File: src/rtl/jtframe_clk_seq.sv
// Reset and clock-enable sequencer for the 96 MHz frame clock: qualifies PLL lock,
// releases SDRAM then game reset in order, and derives phase-aligned 48/24/12/6 MHz enables.
module jtframe_clk_seq #(
  parameter int unsigned LOCK_CYCLES = 256,
  parameter int unsigned GAME_CYCLES = 64,
  parameter int unsigned CNT_W       = 12
) (
  input  logic clk,
  input  logic rst_n,
  input  logic pll_locked,
  input  logic sdram_init_done,
  input  logic soft_rst,
  output logic sdram_rst,
  output logic game_rst,
  output logic ready,
  output logic cen48,
  output logic cen24,
  output logic cen12,
  output logic cen6
);

  localparam int unsigned CEN_W = 4;
  localparam logic [CNT_W-1:0] LOCK_LAST = CNT_W'(LOCK_CYCLES - 1);
  localparam logic [CNT_W-1:0] GAME_LAST = CNT_W'(GAME_CYCLES - 1);

  typedef enum logic [2:0] {
    ST_WAIT_LOCK,
    ST_LOCK_QUAL,
    ST_SDRAM_INIT,
    ST_GAME_HOLD,
    ST_RUN
  } state_e;

  state_e             state_q, state_d;
  logic [CNT_W-1:0]   cnt_q, cnt_d;
  logic [CEN_W-1:0]   cnt4_q, cnt4_d;
  logic [1:0]         sync_q, sync_d;
  logic               sdram_rst_q, sdram_rst_d;
  logic               game_rst_q, game_rst_d;
  logic               ready_q, ready_d;
  logic [3:0]         cen_q, cen_d;   // {cen6, cen12, cen24, cen48}
  logic               lock_s;

  assign lock_s = sync_q[1];

  // State register and all other flops
  always_ff @(posedge clk) begin
    if (!rst_n) begin
      state_q     <= ST_WAIT_LOCK;
      cnt_q       <= '0;
      cnt4_q      <= '0;
      sync_q      <= '0;
      sdram_rst_q <= 1'b1;
      game_rst_q  <= 1'b1;
      ready_q     <= 1'b0;
      cen_q       <= '0;
    end else begin
      state_q     <= state_d;
      cnt_q       <= cnt_d;
      cnt4_q      <= cnt4_d;
      sync_q      <= sync_d;
      sdram_rst_q <= sdram_rst_d;
      game_rst_q  <= game_rst_d;
      ready_q     <= ready_d;
      cen_q       <= cen_d;
    end
  end

  // Next-state and shared delay counter
  always_comb begin
    state_d = state_q;
    cnt_d   = cnt_q;
    sync_d  = {sync_q[0], pll_locked};
    case (state_q)
      ST_WAIT_LOCK: begin
        if (lock_s) begin
          state_d = ST_LOCK_QUAL;
          cnt_d   = '0;
        end
      end
      ST_LOCK_QUAL: begin
        if (cnt_q == LOCK_LAST) state_d = ST_SDRAM_INIT;
        else                    cnt_d   = cnt_q + CNT_W'(1);
      end
      ST_SDRAM_INIT: begin
        if (sdram_init_done) begin
          state_d = ST_GAME_HOLD;
          cnt_d   = '0;
        end
      end
      ST_GAME_HOLD: begin
        if (soft_rst)                cnt_d   = '0;
        else if (cnt_q == GAME_LAST) state_d = ST_RUN;
        else                         cnt_d   = cnt_q + CNT_W'(1);
      end
      ST_RUN: begin
        if (soft_rst) begin
          state_d = ST_GAME_HOLD;
          cnt_d   = '0;
        end
      end
      default: begin
        state_d = ST_WAIT_LOCK;
        cnt_d   = '0;
      end
    endcase
    // Lock loss overrides every other transition, soft reset included
    if (!lock_s && (state_q != ST_WAIT_LOCK)) begin
      state_d = ST_WAIT_LOCK;
      cnt_d   = '0;
    end
  end

  // Outputs are registered from the next state so they line up with the state register
  always_comb begin
    sdram_rst_d = (state_d == ST_WAIT_LOCK) || (state_d == ST_LOCK_QUAL);
    game_rst_d  = (state_d != ST_RUN);
    ready_d     = (state_d == ST_RUN);
    cnt4_d      = '0;
    if ((state_q != ST_WAIT_LOCK) && (state_d != ST_WAIT_LOCK)) begin
      cnt4_d = cnt4_q + CEN_W'(1);
    end
    cen_d = {cnt4_d == 4'd15, cnt4_d[2:0] == 3'd7, cnt4_d[1:0] == 2'd3, cnt4_d[0]};
  end

  assign sdram_rst = sdram_rst_q;
  assign game_rst  = game_rst_q;
  assign ready     = ready_q;
  assign cen48     = cen_q[0];
  assign cen24     = cen_q[1];
  assign cen12     = cen_q[2];
  assign cen6      = cen_q[3];

endmodule

File: config.mk
export PLATFORM = sky130hd
export DESIGN_NAME = jtframe_clk_seq
export DESIGN_NICKNAME = d
export VERILOG_FILES = /design/src/rtl/jtframe_clk_seq.sv
export SDC_FILE = /design/constraint.sdc
export NUM_CORES = 1
export LEC_CHECK = 0
export BUFFER_PORTS_ARGS = -buffer_cell sky130_fd_sc_hd__buf_2
export CAP_MARGIN = 20
export CORE_MARGIN = 1
export CORE_UTILIZATION = 51
export DETAILED_ROUTE_END_ITERATION = 12
export PLACE_DENSITY = 0.77
export SLEW_MARGIN = 20
export SYNTH_ARGS = -nofsm -noshare
export SYNTH_HDL_FRONTEND = slang
export SYNTH_SLANG_ARGS = --single-unit
File: constraint.sdc
create_clock -name clk -period 2.03 [get_ports clk]
set_clock_uncertainty 0.2 [all_clocks]
set_input_delay 0.1015 -clock clk [delete_from_list [all_inputs] [get_ports clk]]
set_output_delay 0.1015 -clock clk [all_outputs]
set_load 0.05 [all_outputs]
==> results.toml <==
[floorplanning]
initial_utilization_pct = 55.0
placement_rows = 17
die_height_um = 51.3
io-pin-count = 12
die_w_um = 51.3
core_area_um2 = 2250
die-area_um2 = 2630

[synth]
syn-mean-instance-area_um2 = 8.68
synthXorXnorAreaFrac_pct = 2.82
synth_compound_area_share_pct = 17.6
yosysTopAreaCell = "dfxtp_1"
ys_types = 37
synth_top_family_by_area = "simple AND/OR/NAND/NOR gates"
yosys.area_share.simple_pct = 26.9
yosysSeqAreaShare_pct = 43.5
async_flop_share_pct = 0
synth-adder-area-share_pct = 2.82
yosysTopAreaCellShare_pct = 43.5
netlist_instances = 143
synth_warnings = 0
synth.net_count = 150
synth-seq-cells = 27
synth_edf_count = 0
synth_area_leaders = "dfxtp_1 44%, a21oi_1 4.4%, nor2_1 4.2%, or4_1 3.6%, nand3_1 3.2%"
synth_top_flop_cell = "dfxtp_1"
synth_mux_area_share_pct = 0.806
netlist_area_um2 = 1240

[sta]
rsz0062_at_grt = "true"
slew_headroom_pct = 79.5
fin_crit_sh_pct = 98.0
slew_violations = 0
hold_ws_ns = 0.108
hold_viol_final = 0
fmax_ghz = 0.503
timing.final.crit_period_ns = 1.99
setup_viol = 0
final.setup.tns_ns = 0
tightest_slew_ns = 0.305

[critical_path]
worst-path-buf-inv = 3
crit_arrival_ns = 2.05
crit_end = "cnt_q[7]$_SDFFE_PP0P_"
startpoint = "soft_rst"
crit_path_frequent_cell = "buf_4"
r2r_end = "cnt_q[2]$_SDFFE_PP0P_"
cp-start-kind = "primary input"
timing.rr.start = "state_q[1]$_SDFF_PN0_"
cp.depth = 8
cpPeakStageDelay_ns = 0.53
cp_top_family = "buffers and inverters"
worst-path-max-fanout = 6
crit_slowest_cell = "dlygate4sd3_1"
critPathRequiredTime_ns = 2.09
endpoint_kind = "flip-flop"
worstSetupPathType = "primary input to flip-flop"
path_cells = "dlygate4sd3_1, buf_4, mux2i_1, o211a_1, buf_4, a41o_1, or3_1, a21oi_1"
reg2regPathDepth = 5
timing.reg2reg.setup_slack_ns = 0.05

[finish]
area_growth_syn_to_layout_pct = 21.9
diodes = 0
drive_gt1_share_pct = 22.9
regArea_um2 = 548
final_nets = 183
n_fill_cell = 183
multiInputGateArea_um2 = 652

[drt]
wl_met2_mm = 1.49
route.detailed.drc = 0
vias_per_cell = 6.08
wl_per_cell_um = 14.6
dr.pass1.iters = 4
dr.first_iter.drc_count = 43
met3_length_um = 160
drt_wl_total_mm = 2.97
vias = 1234
wl_met1_mm = 1.27
ant_nets = 0
routed.top_layer = "met4"

[cts]
htreeDepth = 1
root_buffer = "clkbuf_4"
cts_buffers = 3
cts_tree = "built"
clock-sinks = 27
max-clock-path-buffers = 2
clk_latency_ns = 0.32
clkTransAtPathRegs_ns = 0.14

[grt]
antenna_found_initial = 0
grt_pass1_wl_mm = 4.61
grt_usage_pct = 23.5
grt_pass1_vias = 1125
grt_max_degree = 15
gr-total-overflow = 0

[worst_hold_path]
hold_path_class = "primary input to flip-flop"
min_from = "sdram_init_done"

[run]
drv_cap = 0

[power]
powerDensity_nw_per_um2 = 563
max-vdd-ir-drop_mv = 0.353
p_leak_uw = 0.000572

[placed_design]
place.detailed.hpwl_mm = 2.13
port_buffers = 11
gp_congestion = 0.852

[status]
status = "completed"
==> worst min path at each step <==
stage	endpoint	slack [ns]	depth (start not counted)
floorplan	sync_q[0]$_SDFF_PN0_	0.02	1
global placement	sync_q[0]$_SDFF_PN0_	0.11	2
detailed placement	sync_q[0]$_SDFF_PN0_	0.12	2
CTS	state_q[0]$_SDFF_PN0_	0.10	5
global route	state_q[0]$_SDFF_PN0_	0.11	5
finish	state_q[0]$_SDFF_PN0_	0.11	5
==> cells in the mapped netlist, types with 2 or more instances <==
master	n
a32oi_1	2
or4_1	6
nor2_1	14
ha_1	2
o21ai_0	8
nor3_1	7
xnor2_1	2
a21oi_1	11
inv_1	5
or3_1	5
dfxtp_1	27
buf_6	2
nand4b_1	2
and2_1	3
nand2_1	8
nand3_1	8
clkbuf_1	3
xor2_1	2
a21o_1	3
nand2b_1	2
o31ai_1	4
a31oi_1	2
==> routing by layer <==
metal / GRT usage (%) / vias up
li1: - / 596
met1: 25.7 / 575
met2: 43.2 / 55
met3: 2.98 / 8
met4: 13.1 / 0
met5: 0 / -
==> flip-flops by register name, summed over array words and instances (netlist names) <==
register / cells
cnt_q: 12
game_rst: 1
sdram_rst: 1
ready: 1
sync_q: 2
cnt4_q: 4
cen_q: 3
state_q: 3
==> layout by cell type (no fill, tap or decap), drive strengths merged, types with 3 or more instances in the layout <==
cell type / synthesis / final
nand2: 8 / 8
o21ai: 8 / 8
a21oi: 11 / 11
buf: 3 / 29
nor2: 14 / 14
dlygate4sd3: 0 / 4
a21o: 3 / 3
or3: 5 / 5
nand3: 8 / 8
clkbuf: 3 / 4
nor3: 7 / 7
inv: 5 / 5
and2: 3 / 3
or4: 6 / 6
o31ai: 4 / 4
dfxtp: 27 / 27
==> timing repair <==
| action | 4_1_cts | 5_1_grt |
|---|---|---|
| hold buffers | 4 | 0 |
| gates resized for setup | 2 | 7 |
| endpoints found under the setup margin | 7 | 7 |
| cloned | 0 | 1 |
| pin swaps | 1 | 4 |
| buffers inserted | 0 | 1 |
| hold endpoints to repair | 11 | 0 |
==> cells by family (layout without fill, tap and decap cells) <==
kind of cell | after synthesis | in the layout
XOR/XNOR | 4 | 4
adder cells (fa/ha/maj) | 3 | 3
flip-flops | 27 | 27
AO/OA/AOI/OAI | 35 | 36
AND/OR/NAND/NOR | 62 | 62
multiplexers | 1 | 1
buffers and inverters | 11 | 42
==> per-stage QoR <==
step                area (µm²)  setup WS [ns]  power (µW)  utilization, %  std cells
floorplan                 1240         0.0206         594               -        143
global placement          1410         0.0530         615            62.5        193
detailed placement        1410       -0.00323         618            62.5        193
CTS                       1480         0.0237         855            65.6        201
global route              1510        -0.0198         885            67.1        203
finish                    1510         0.0406         852            67.1        203
==> power by group <==
group          internal [µW]  leakage (µW)  switching, µW
Clock                   77.0     0.0000150            156
Sequential               535      0.000220           4.95
Combinational           38.9      0.000337           40.4
==> worst reg2reg max path, delay by kind of cell (launching register included) <==
kind	cells	cell delay (ns)
AND/OR/NAND/NOR	3	0.95
AO/OA/AOI/OAI	2	0.41
flip-flops	1	0.38
==> final cells by class <==
cell class,instances,share of cell area [%]
clock buffer,4,1.74
tap,28,2.32
inverter,5,1.24
timing repair buffer,33,15.4
multi-input combinational,106,43.1
sequential,27,36.2
Power figures use the tool's default switching activity.
